<file path="config.mk">
export PLATFORM = sky130hd
export DESIGN_NAME = mem_access
export DESIGN_NICKNAME = d
export VERILOG_FILES = /design/src/rtl/mem_access.sv
export SDC_FILE = /design/constraint.sdc
export NUM_CORES = 1
export LEC_CHECK = 0
export ABC_AREA = 1
export CAP_MARGIN = 30
export CORE_MARGIN = 1.5
export CORE_UTILIZATION = 47
export DETAILED_ROUTE_END_ITERATION = 8
export PLACE_DENSITY = 0.88
export SETUP_SLACK_MARGIN = 0.05
export SLEW_MARGIN = 20
export SYNTH_ARGS = -nofsm -noshare
export SYNTH_HDL_FRONTEND = slang
export SYNTH_SLANG_ARGS = --single-unit
</file>
<file path="constraint.sdc">
create_clock -name clk -period 6.2 [get_ports clk]
set_input_delay 1.24 -clock clk [delete_from_list [all_inputs] [get_ports clk]]
set_output_delay 1.24 -clock clk [all_outputs]
set_load 0.02 [all_outputs]
</file>
<file path="src/rtl/mem_access.sv">
// MEM pipeline stage: passes ALU results through to write-back and runs
// loads/stores on a req/ack data bus (big-endian lanes, sign/zero extension).
module mem_access #(
  parameter int unsigned TIMEOUT = 255
) (
  input  logic        clk,
  input  logic        rst,
  input  logic [4:0]  mem_dest_addr,
  input  logic        mem_wreg,
  input  logic [31:0] mem_dest_data,
  input  logic [3:0]  mem_op,
  input  logic [31:0] mem_addr,
  output logic [4:0]  wb_dest_addr,
  output logic        wb_wreg,
  output logic [31:0] wb_dest_data,
  output logic        stall_req,
  output logic        addr_err,
  output logic        bus_err,
  output logic        dmem_req,
  output logic        dmem_we,
  output logic [31:0] dmem_addr,
  output logic [3:0]  dmem_be,
  output logic [31:0] dmem_wdata,
  input  logic [31:0] dmem_rdata,
  input  logic        dmem_ack
);

  localparam logic [3:0] OP_LB  = 4'd1;
  localparam logic [3:0] OP_LBU = 4'd2;
  localparam logic [3:0] OP_LH  = 4'd3;
  localparam logic [3:0] OP_LHU = 4'd4;
  localparam logic [3:0] OP_LW  = 4'd5;
  localparam logic [3:0] OP_SB  = 4'd6;
  localparam logic [3:0] OP_SH  = 4'd7;
  localparam logic [3:0] OP_SW  = 4'd8;
  localparam logic [7:0] TIMEOUT_L = 8'(TIMEOUT);

  typedef enum logic [1:0] {
    S_IDLE = 2'd0,
    S_REQ  = 2'd1,
    S_DONE = 2'd2
  } state_t;

  function automatic logic is_load(input logic [3:0] op);
    return (op >= OP_LB) && (op <= OP_LW);
  endfunction

  function automatic logic is_store(input logic [3:0] op);
    return (op >= OP_SB) && (op <= OP_SW);
  endfunction

  function automatic logic [3:0] lane_be(input logic [3:0] op, input logic [1:0] off);
    case (op)
      OP_LB, OP_LBU, OP_SB: lane_be = 4'b1000 >> off;
      OP_LH, OP_LHU, OP_SH: lane_be = off[1] ? 4'b0011 : 4'b1100;
      OP_LW, OP_SW:         lane_be = 4'b1111;
      default:              lane_be = 4'b0000;
    endcase
  endfunction

  function automatic logic [31:0] store_data(input logic [3:0] op, input logic [31:0] d);
    case (op)
      OP_SB:   store_data = {4{d[7:0]}};
      OP_SH:   store_data = {2{d[15:0]}};
      OP_SW:   store_data = d;
      default: store_data = 32'd0;
    endcase
  endfunction

  function automatic logic [31:0] load_extract(input logic [3:0] op, input logic [1:0] off,
                                               input logic [31:0] d);
    logic [7:0]  b;
    logic [15:0] h;
    case (off)
      2'd0:    b = d[31:24];
      2'd1:    b = d[23:16];
      2'd2:    b = d[15:8];
      2'd3:    b = d[7:0];
      default: b = 8'd0;
    endcase
    h = off[1] ? d[15:0] : d[31:16];
    case (op)
      OP_LB:   load_extract = {{24{b[7]}}, b};
      OP_LBU:  load_extract = {24'd0, b};
      OP_LH:   load_extract = {{16{h[15]}}, h};
      OP_LHU:  load_extract = {16'd0, h};
      OP_LW:   load_extract = d;
      default: load_extract = 32'd0;
    endcase
  endfunction

  state_t      r_state, w_next;
  logic [3:0]  r_op;
  logic [1:0]  r_off;
  logic [4:0]  r_dest;
  logic        r_wreg;
  logic [7:0]  r_cnt;
  logic [31:0] r_rdata;
  logic        r_err;
  logic        r_dmem_req, r_dmem_we;
  logic [31:0] r_dmem_addr, r_dmem_wdata;
  logic [3:0]  r_dmem_be;

  logic        w_valid, w_misalign, w_timeout;
  logic [4:0]  w_wb_dest_addr;
  logic        w_wb_wreg, w_stall, w_addr_err, w_bus_err;
  logic [31:0] w_wb_dest_data;

  assign w_valid    = is_load(mem_op) || is_store(mem_op);
  assign w_misalign = (((mem_op == OP_LH) || (mem_op == OP_LHU) || (mem_op == OP_SH)) && mem_addr[0])
                    || (((mem_op == OP_LW) || (mem_op == OP_SW)) && (mem_addr[1:0] != 2'd0));
  assign w_timeout  = (r_cnt + 8'd1) == TIMEOUT_L;

  // Next-state and combinational stage outputs
  always_comb begin
    w_next         = r_state;
    w_wb_dest_addr = mem_dest_addr;
    w_wb_wreg      = mem_wreg;
    w_wb_dest_data = mem_dest_data;
    w_stall        = 1'b0;
    w_addr_err     = 1'b0;
    w_bus_err      = 1'b0;
    case (r_state)
      S_IDLE: begin
        if (w_valid && w_misalign) begin
          w_addr_err = 1'b1;
          w_wb_wreg  = 1'b0;
        end else if (w_valid) begin
          // a stalled access must not also commit the pass-through value
          w_stall   = 1'b1;
          w_wb_wreg = 1'b0;
          w_next    = S_REQ;
        end else begin
          w_next = S_IDLE;
        end
      end
      S_REQ: begin
        w_stall   = 1'b1;
        w_wb_wreg = 1'b0;
        if (dmem_ack || w_timeout) begin
          w_next = S_DONE;
        end else begin
          w_next = S_REQ;
        end
      end
      S_DONE: begin
        w_wb_dest_addr = r_dest;
        w_wb_wreg      = r_wreg && is_load(r_op) && !r_err;
        w_wb_dest_data = load_extract(r_op, r_off, r_rdata);
        w_bus_err      = r_err;
        w_next         = S_IDLE;
      end
      default: begin
        w_next = S_IDLE;
      end
    endcase
  end

  // State, captured request and bus registers
  always_ff @(posedge clk or posedge rst) begin
    if (rst) begin
      r_state      <= S_IDLE;
      r_op         <= 4'd0;
      r_off        <= 2'd0;
      r_dest       <= 5'd0;
      r_wreg       <= 1'b0;
      r_cnt        <= 8'd0;
      r_rdata      <= 32'd0;
      r_err        <= 1'b0;
      r_dmem_req   <= 1'b0;
      r_dmem_we    <= 1'b0;
      r_dmem_addr  <= 32'd0;
      r_dmem_be    <= 4'd0;
      r_dmem_wdata <= 32'd0;
    end else begin
      r_state <= w_next;
      case (r_state)
        S_IDLE: begin
          if (w_next == S_REQ) begin
            r_op         <= mem_op;
            r_off        <= mem_addr[1:0];
            r_dest       <= mem_dest_addr;
            r_wreg       <= mem_wreg;
            r_cnt        <= 8'd0;
            r_rdata      <= 32'd0;
            r_err        <= 1'b0;
            r_dmem_req   <= 1'b1;
            r_dmem_we    <= is_store(mem_op);
            r_dmem_addr  <= {mem_addr[31:2], 2'b00};
            r_dmem_be    <= lane_be(mem_op, mem_addr[1:0]);
            r_dmem_wdata <= store_data(mem_op, mem_dest_data);
          end else begin
            r_err <= 1'b0;
          end
        end
        S_REQ: begin
          // ack wins over a timeout landing on the same cycle
          if (dmem_ack) begin
            r_rdata    <= dmem_rdata;
            r_dmem_req <= 1'b0;
            r_dmem_we  <= 1'b0;
          end else if (w_timeout) begin
            r_err      <= 1'b1;
            r_dmem_req <= 1'b0;
            r_dmem_we  <= 1'b0;
          end else begin
            r_cnt <= r_cnt + 8'd1;
          end
        end
        S_DONE: begin
          r_err <= 1'b0;
        end
        default: begin
          r_dmem_req <= 1'b0;
          r_dmem_we  <= 1'b0;
        end
      endcase
    end
  end

  assign wb_dest_addr = rst ? 5'd0  : w_wb_dest_addr;
  assign wb_wreg      = rst ? 1'b0  : w_wb_wreg;
  assign wb_dest_data = rst ? 32'd0 : w_wb_dest_data;
  assign stall_req    = rst ? 1'b0  : w_stall;
  assign addr_err     = rst ? 1'b0  : w_addr_err;
  assign bus_err      = rst ? 1'b0  : w_bus_err;
  assign dmem_req     = r_dmem_req;
  assign dmem_we      = r_dmem_we;
  assign dmem_addr    = r_dmem_addr;
  assign dmem_be      = r_dmem_be;
  assign dmem_wdata   = r_dmem_wdata;

endmodule

</file>
==> results of run 1 <==
==> layer usage <==
layer,up-vias,global-route usage [%],wire length (um)
met5,-,0,0
met4,0,9.74,605
met3,51,5.67,1550
met2,360,47.0,10600
met1,3364,39.4,9420
li1,3480,-,-
==> final cells by class <==
cell class | instances | area [um^2] | area share, %
antenna | 1 | 2.50 | 0.0259
timing repair buffer | 226 | 2260 | 23.4
multi-input combinational | 714 | 3180 | 33.0
clock inverter | 13 | 140 | 1.45
sequential | 123 | 3080 | 31.9
tap | 184 | 230 | 2.38
inverter | 84 | 320 | 3.32
clock buffer | 19 | 443 | 4.59
==> cells in the mapped netlist, types with 5 or more instances <==
library cell  count
nor2_1           55
clkbuf_1         15
nand2_1         407
nor3_1            9
buf_2            13
nand3b_1          5
o22ai_1          12
inv_2             7
nand4_1           5
buf_6            12
nor2_2            7
inv_1            76
nand3_1          77
dfrtp_1         123
buf_4             8
a21oi_1          40
o21ai_0          50
o21ai_1          11
a22o_1            8
==> cells by family after synthesis <==
kind of cell	share of synthesized area (%)
AND/OR/NAND/NOR	34.9
buffers and inverters	9.45
AO/OA/AOI/OAI	10.6
flip-flops	44.5
adder cells (fa/ha/maj)	0.362
other	0.0543
==> worst paths after layout <==
path                                 end  slack [ps]
setup / recovery               stall_req        1250
hold / removal                  dmem_req         480
setup reg to reg           dmem_wdata[6]        3530
hold reg to reg                 dmem_req         480
max in group asynchronous       r_cnt[0]        3760
min in group asynchronous    r_rdata[27]        1760
==> state kept, by name (all words and copies together), names as in the netlist <==
name / cells
dmem_wdata: 32
r_rdata: 32
dmem_addr: 30
r_cnt: 8
r_dest: 5
dmem_be: 4
r_op: 4
r_off: 2
r_state: 2
dmem_req: 1
dmem_we: 1
r_err: 1
r_wreg: 1
==> placed cells by master, fill, tap and decap left out, drive strengths merged, types with 8 or more instances in the layout <==
master         instances
nand2                412
buf                    9
a22o                   8
a21oi                 41
nand3                 78
nor2                  64
clkdlybuf4s50        217
nor3                   9
inv                   88
dfrtp                123
o21ai                 64
clkbuf                19
o22ai                 12
==> tightest hold or removal path, delay by kind of cell (launching register included) <==
kind          cells  cell delay, ps
simple gates      2              90
flops             1             350
==> where the power goes <==
part,switching [mW],internal (mW),total (mW)
sequential,0.219,1.06,1.27
combinational,0.893,0.611,1.50
clock,0.383,0.604,0.987
total,1.49,2.27,3.77
==> results.txt, run 1 <==
----------------------------------------------------
[Cells and area]
  Non-filler cells in the finished layout ... 1364
  Fill count ... 1205
  Net count of the finished layout ... 1277
  Cell area after layout ... 9660 um^2
  Post-layout util ... 67.0%
  Synthesis-to-layout area growth ... 39.7%
  Fraction of final layout cells sized beyond drive strength 1 ... 5.94%

[Detailed routing]
  Post-detailed-route count of antenna-violating nets ... 0
  Routed WL per cell ... 16.3 um
  Total wirelength of the detailed-routed design ... 22200 um
  Post-DR vias/cell ... 5.32
  Post-route DRC ... 0
  Number of vias after detailed routing ... 7255
  Detailed router's first-iteration violation count ... 693
  Length of the first detailed-routing pass in iterations ... 5

[STA]
  Final critical-path required period ... 4950 ps
  Max transition margin ... 43.8%
  Maximum operating frequency ... 0.202 GHz
  Fin Clk Skew ... 11.2 ps
  Worst-Margin Slew ... 843 ps
  Max Slew Vio Count ... 0
  Final worst-path cycle share ... 79.8%
  Worst setup margin ... 1250 ps
  Total negative slack for setup checks ... 0 ps
  Number of setup violations in the final report ... 0
  Min Hold Slack ... 477 ps
  RSZ-0062 raised after global routing ... false
  Final-report hold violation count ... 0

[Floorplan]
  Area of the core ... 14400 um^2
  Num rows ... 44
  I/O pins ... 220
  Die Wd ... 124 um
  Height of the die ... 124 um
  Initial Util ... 47.9%
  Floorplan die area ... 15400 um^2

[Clock network]
  CTS sink cnt ... 123
  Buffer cell driving the clock tree root ... clkbuf_16
  Post-cts repair resize count ... 0
  CTS tree ... yes
  Number of hold buffers added after CTS ... 0
  Clk slew on worst S/H paths ... 60 ps
  Clock tree buffer depth ... 2
  Clock latency on the worst-skew pair ... 430 ps
  Post-CTS Repair Setup Buffers ... 0
  Number of levels in the clock H-tree ... 4
  CTS buffer count ... 17

[Critical path]
  Gate family responsible for the most delay along the worst path ... buffers and inverters
  Worst setup startpoint ... mem_op[0]
  Crit. path cell count ... 10
  Maximum cell stage delay along the critical path ... 620 ps
  Required time of the worst setup path ... 4960 ps
  Crit Path Category ... input pin to output pin
  Critical-path cell list ... clkdlybuf4s50_1, nor2_2, nand3_4, nand2_1, nand2_1, nand2_2, nor2_4, nand2_8, a21oi_2, clkdlybuf4s50_1
  Buffers plus inverters on the worst setup path ... 2
  CP Data Arrival Time ... 3710 ps
  Critical R2R Launch ... r_state[0]
  Startpoint type of the worst setup path ... input pin
  Crit Path Max Fanout ... 58
  Critical Path End Type ... output pin
  Depth of the worst register-to-register path ... 8
  Slowest CP cell ... clkdlybuf4s50_1

[Hold path]
  Start point of the worst hold path ... dmem_req
  Cells on Worst Hold Path ... 2
  Class of the tightest hold or removal check ... flop to flop

[Yosys]
  Flop and latch count out of synthesis ... 123
  Mapped Cells ... 970
  Synth warnings ... 0
  Most area-hungry cell type in the Yosys netlist ... dfrtp_1
  Cell area after synthesis ... 6910 um^2
  Share of the yosys chip area belonging to registers ... 44.5%
  Most used flip-flop cell after synthesis ... dfrtp_1
  Number of enable-type register cells in the synthesized netlist ... 0
  Mean instance size in the synthesized netlist ... 7.12 um^2
  Share of synthesized flip-flops with an asynchronous set or reset ... 100%
  Distinct cell type count of the synthesized netlist ... 38
  Synth top area cells ... dfrtp_1, nand2_1, nand3_1
  Proportion of netlist area held by the largest area contributor ... 44.5%

[Power]
  Leakage power ... 4.82 nW
  Power Density ... 390 nW/um^2
  Pwr Total ... 3.77 mW
  Max IR drop VDD ... 0.000250 V

[Global route]
  Antenna violations before repair ... 1
  Vias in the first global route ... 6636
  Total global routing overflow ... 0
  GRT Overall Usage ... 29.1%
  Pin count of the biggest net entering global routing ... 60
  Global-route wire length before repair ... 35600 um

[Place]
  Total placed instance area ... 9060 um^2
  Detailed placement HPWL ... 16200 um
  Port Buf Inserts ... 217
  Pre-CTS setup slack ... 1300 ps
  RD Place Congestion ... 0.949
  Post-Place Cells ... 1330

[Job]
  Number of max-cap violations ... 0

[Status]
  Run status ... completed

----------------------------------------------------
(Power assumes the default switching activity.)
==> run 2: changes to the inputs <==
Settings changed: CORE_UTILIZATION 47 to 43, PLACE_DENSITY 0.88 to 0.85.
Clock period 6.2 ns to 4.1 ns, I/O delays scaled along.
==> run 2 against run 1 <==
Clock skew is 2.9 ps lower; via count is 2.2% lower; first-iteration DRC count is 6.8% lower; clock-buffer cell count is 3 higher; register-to-register slack worse by 1600 ps; final area is 1.3% higher; sequential share of layout area is 0.42 points lower; core utilization is 4.9 points lower; die area is 9.1% higher; final cell count is 2.8% higher; clock power is 66% higher; largest cell class unchanged; largest power group unchanged.
==> results.txt, run 2 (same netlist as run 1, synthesis figures left out) <==
----------------------------------------------------
[Status]
  Run status ... completed

[STA]
  Maximum operating frequency ... 0.266 GHz
  Final critical-path required period ... 3760 ps
  Max Slew Vio Count ... 0
  Number of setup violations in the final report ... 0
  RSZ-0062 raised after global routing ... false
  Max transition margin ... 41.8%
  Final-report hold violation count ... 0
  Total negative slack for setup checks ... 0 ps
  Final worst-path cycle share ... 91.7%
  Worst-Margin Slew ... 873 ps
  Fin Clk Skew ... 8.34 ps

[Clock network]
  Buffer cell driving the clock tree root ... clkbuf_16
  CTS buffer count ... 17
  CTS sink cnt ... 123
  Number of hold buffers added after CTS ... 0
  Clock tree buffer depth ... 2
  Post-cts repair resize count ... 0
  Clock latency on the worst-skew pair ... 430 ps
  CTS tree ... yes
  Number of levels in the clock H-tree ... 4
  Clk slew on worst S/H paths ... 60 ps
  Post-CTS Repair Setup Buffers ... 0

[Global route]
  Layer with the highest usage after global routing ... met2
  Met1 global-route usage ... 35.0%
  Global-route wire length before repair ... 33800 um
  GRT Overall Usage ... 26.2%
  Pin count of the biggest net entering global routing ... 83
  Total global routing overflow ... 0
  Met3 usage in global routing ... 4.67%
  Antenna violations before repair ... 1
  Met2 Use GR ... 41.7%
  Vias in the first global route ... 6445

[Critical path]
  Startpoint type of the worst setup path ... flop
  Critical R2R Launch ... r_cnt[1]
  Critical Path End Type ... output pin
  CP Data Arrival Time ... 2940 ps
  Crit Path Max Fanout ... 14
  Required time of the worst setup path ... 3280 ps
  Critical R2R Capture ... r_cnt[2]
  Worst setup startpoint ... r_off[1]
  Endpoint of the worst setup timing path ... wb_dest_data[17]
  Crit Path Category ... flop to output pin
  Depth of the worst register-to-register path ... 11
  Reg2reg setup slack ... 1890 ps

[Place]
  RD Place Congestion ... 0.975
  Detailed placement HPWL ... 16300 um
  Port Buf Inserts ... 217
  Post-Place Cells ... 1368

[Detailed routing]
  Routed WL per cell ... 16.0 um
  Number of vias after detailed routing ... 7092
  Length of the first detailed-routing pass in iterations ... 6
  Post-DR vias/cell ... 5.06
  Post-detailed-route count of antenna-violating nets ... 0
  Detailed router's first-iteration violation count ... 646
  Post-route DRC ... 0
  Total wirelength of the detailed-routed design ... 22400 um

[Floorplan]
  Floorplan die area ... 16800 um^2
  Area of the core ... 15800 um^2
  I/O pins ... 220
  Initial Util ... 43.8%
  Height of the die ... 130 um
  Num rows ... 46
  Die Wd ... 130 um

[Cells and area]
  Synthesis-to-layout area growth ... 41.6%
  Fraction of final layout cells sized beyond drive strength 1 ... 6.42%
  Net count of the finished layout ... 1282
  Commonest cells after routing, fill and taps aside ... nand2_1, clkdlybuf4s50_1, dfrtp_1
  Non-filler cells in the finished layout ... 1402
  Commonest non-fill, non-tap cell in the layout ... nand2_1
  Fill count ... 1391

[Hold path]
  Class of the tightest hold or removal check ... flop to flop
  Start point of the worst hold path ... dmem_req

[Power]
  Leakage power ... 4.86 nW
  Max IR drop VDD ... 0.000299 V
  Power Density ... 598 nW/um^2

[Job]
  Number of max-cap violations ... 0

----------------------------------------------------
==> run 2: worst min-delay path by stage <==
stage	to	slack [ps]	depth (start not counted)
after floorplan	r_dest[0]	450	2
after global placement	dmem_req	460	2
after detailed placement	dmem_req	460	2
after CTS	dmem_req	470	2
after global routing	dmem_req	490	2
final	dmem_req	470	2
==> run 2: final cells by class <==
cell class | count | area, um^2 | area share [%]
Multi-Input combinational cell | 714 | 3190 | 32.6
Sequential cell | 123 | 3080 | 31.5
Timing Repair Buffer | 231 | 2280 | 23.3
Clock buffer | 22 | 484 | 4.95
Inverter | 84 | 322 | 3.29
Tap cell | 216 | 270 | 2.76
Clock inverter | 10 | 163 | 1.66
Antenna cell | 2 | 5.00 | 0.0511
==> run 2: power breakdown <==
part	total (mW)	internal, mW	leakage (nW)	switching (mW)
Clock	1.64	1.08	0.312	0.554
Combinational	2.31	0.936	2.94	1.38
Sequential	1.90	1.60	1.61	0.306
Total	5.85	3.61	4.86	2.24
==> run 2: worst max-delay path, cell delays in order (launching register included) <==
cell and delay [ps]:
dfrtp_1 540, inv_2 220, nand2_1 100, nand3_1 140, nand4_4 210, nand2_2 180
inv_2 130, nand2_1 90, nand2_1 60, a21oi_1 160, clkdlybuf4s50_1 670
==> run 2: routing by layer <==
layer	vias to the layer above	wire (um)
met3	48	1680
met5	-	0
met1	3261	9580
met4	0	768
li1	3481	-
met2	302	10300
==> run 2: metrics by stage <==
step	total power [mW]	hold WS, ps	setup WS [ps]	util (%)	cell area (um^2)
after floorplan	3.32	448	63.9	-	6940
after global placement	4.16	457	490	57.9	9130
after detailed placement	4.21	458	452	57.9	9130
after CTS	5.86	472	384	62.0	9780
after global routing	6.17	491	145	62.0	9780
final	5.85	470	339	62.1	9790
==> run 3: changes to the inputs <==
Settings changed: CORE_UTILIZATION 43 to 60, CTS_BUF_LIST from default to sky130_fd_sc_hd__clkbuf_4, DONT_BUFFER_PORTS from default to 1, PLACE_DENSITY 0.85 to 0.86.
==> run 3 against run 2 <==
Critical path type unchanged; highest routed layer unchanged; flip-flop and latch count unchanged; fmax increased by 2.9%; total power decreased by 24%; critical endpoint is now wb_dest_data[19]; final area decreased by 27%; largest power group is now registers; first-iteration DRC count increased by 2.2%; worst hold slack got worse by 420 ps; via count decreased by 9.4%.
==> results.txt, run 3 (same netlist as run 1, synthesis figures left out) <==
----------------------------------------------------
[Clock network]
  CTS tree ... yes
  CTS sink cnt ... 123
  Number of levels in the clock H-tree ... 4
  CTS buffer count ... 17
  Buffer cell driving the clock tree root ... clkbuf_4
  Clk slew on worst S/H paths ... 120 ps
  Post-CTS Repair Setup Buffers ... 0
  Post-cts repair resize count ... 0
  Number of hold buffers added after CTS ... 0
  Clock latency on the worst-skew pair ... 570 ps
  Clock tree buffer depth ... 2

[Global route]
  GRT Overall Usage ... 32.5%
  Vias in the first global route ... 5525
  Antenna violations before repair ... 0
  Pin count of the biggest net entering global routing ... 78
  Total global routing overflow ... 0
  Global-route wire length before repair ... 29200 um

[Power]
  Leakage power ... 3.89 nW
  Part of the total power dissipated in sequential elements ... 50.0%
  Switching portion of total power ... 46.5%
  Part of the power in the clock network ... 19.1%
  Combinational power share ... 30.9%
  Pint ... 2.38 mW
  Switching power summed over all nets ... 2.07 mW
  Max IR drop VDD ... 0.000433 V
  Power Density ... 620 nW/um^2

[Place]
  Detailed placement HPWL ... 14400 um
  Port Buf Inserts ... 0
  RD Place Congestion ... 0.982

[Floorplan]
  Initial Util ... 61.0%
  Die Wd ... 110 um
  Floorplan die area ... 12200 um^2
  Height of the die ... 110 um
  I/O pins ... 220
  Area of the core ... 11300 um^2
  Num rows ... 39

[STA]
  Final critical-path required period ... 3650 ps
  Fin Clk Skew ... 23.1 ps
  Final worst-path cycle share ... 89.1%
  Worst-Margin Slew ... 810 ps
  Max transition margin ... 46.0%
  Number of setup violations in the final report ... 0
  RSZ-0062 raised after global routing ... false
  Max Slew Vio Count ... 0
  Total negative slack for setup checks ... 0 ps
  Maximum operating frequency ... 0.274 GHz
  Final-report hold violation count ... 0

[Critical path]
  Required time of the worst setup path ... 3280 ps
  Critical-path cell list ... nand2_1, nand3_1, nand4_4, nand2_2, inv_2, nand2_1, nand2_1, a21oi_1
  Most frequent cell on the critical path ... nand2_1
  CP Data Arrival Time ... 2830 ps
  Maximum cell stage delay along the critical path ... 890 ps
  Startpoint type of the worst setup path ... flop
  Slowest CP cell ... dfrtp_1
  Crit Path Max Fanout ... 26
  Crit Path Category ... flop to output pin
  Critical Path End Type ... output pin

[Cells and area]
  Commonest non-fill, non-tap cell in the layout ... nand2_1
  Synthesis-to-layout area growth ... 3.71%
  Commonest cells after routing, fill and taps aside ... nand2_1, dfrtp_1, nand3_1
  Antenna cell count ... 0
  Net count of the finished layout ... 1066
  Post-layout util ... 63.3%
  Fraction of final layout cells sized beyond drive strength 1 ... 7.86%

[Hold path]
  Class of the tightest hold or removal check ... input pin to asynchronous set/reset pin

[Detailed routing]
  Total wirelength of the detailed-routed design ... 19600 um
  Routed WL per cell ... 17.6 um
  Number of vias after detailed routing ... 6424
  Post-detailed-route count of antenna-violating nets ... 0
  Detailed router's first-iteration violation count ... 660
  Post-DR vias/cell ... 5.79
  Post-route DRC ... 0
  Length of the first detailed-routing pass in iterations ... 5

[Status]
  Run status ... completed

[Job]
  Number of max-cap violations ... 0

----------------------------------------------------
## run 3: changes by cell type in the layout (fill, tap and decap cells not counted)
cell and change:
diode_2 -2, bufinv_16 -2, buf_12 +1, clkbuf_8 -4
clkbuf_16 -17, clkinv_1 +1, clkbuf_4 +17, clkdlybuf4s50_1 -217
clkinvlp_4 +1, inv_6 +2, clkinv_4 +2, clkbuf_1 -1
## run 3: critical path, delay by kind of cell, from the launching register on
kind                   cells  cell delay (ps)
and+or+nand+nor            6              880
DFF                        1              890
buffers and inverters      1              130
AOI/OAI and AO/OA          1              380
## run 3: per-stage QoR
stage / worst slack (ps) / cell area, um^2 / power (mW) / std cells / hold slack [ps]
after floorplan: 63.9 / 6940 / 3.32 / 971 / 448
after global routing: 202 / 7170 / 4.79 / 1110 / 21.9
final: 446 / 7170 / 4.45 / 1110 / 47.0
after CTS: 446 / 7150 / 4.45 / 1109 / 16.2
after detailed placement: 1050 / 6870 / 3.60 / 1078 / 466
after global placement: 1090 / 6870 / 3.56 / 1078 / 462
## run 3: metal layers
layer  up-vias  part of all wire, %  track usage, %
li1       3046                    -               -
met1      2943                   40            43.1
met2       375                   46            49.0
met3        60                  9.7            9.41
met4         0                  4.1            15.8
met5         -                    0               0
## run 3: final timing paths
| check | from | to | slack, ps | depth (start not counted) |
|---|---|---|---|---|
| setup / recovery | r_off[1] | wb_dest_data[19] | 450 | 8 |
| max in group asynchronous | rst | dmem_req | 3090 | 3 |
| hold / removal | rst | r_dest[0] | 50 | 1 |
| min in group clk | mem_addr[31] | dmem_addr[31] | 360 | 2 |
| hold reg to reg | r_rdata[18] | r_rdata[18] | 490 | 2 |
| setup reg to reg | r_state[0] | dmem_wdata[6] | 1890 | 7 |
## run 3: power by group through the flow
stage	sequential [mW]	combinational, mW	clock, mW
6_report	2.22	1.37	0.847
5_1_grt	2.28	1.59	0.922
4_1_cts	2.22	1.37	0.864
3_5_place_dp	2.24	1.36	0
3_3_place_gp	2.24	1.32	0
2_1_floorplan	2.09	1.23	0
## run 3: final cells by class
cell class	instances	area, um^2
fillers	1037	4150
multi-input cells	714	3190
flip-flops and latches	123	3080
inverters	84	322
well taps	143	179
clock inverters	14	149
clock buffers	17	128
repair buffers	15	125
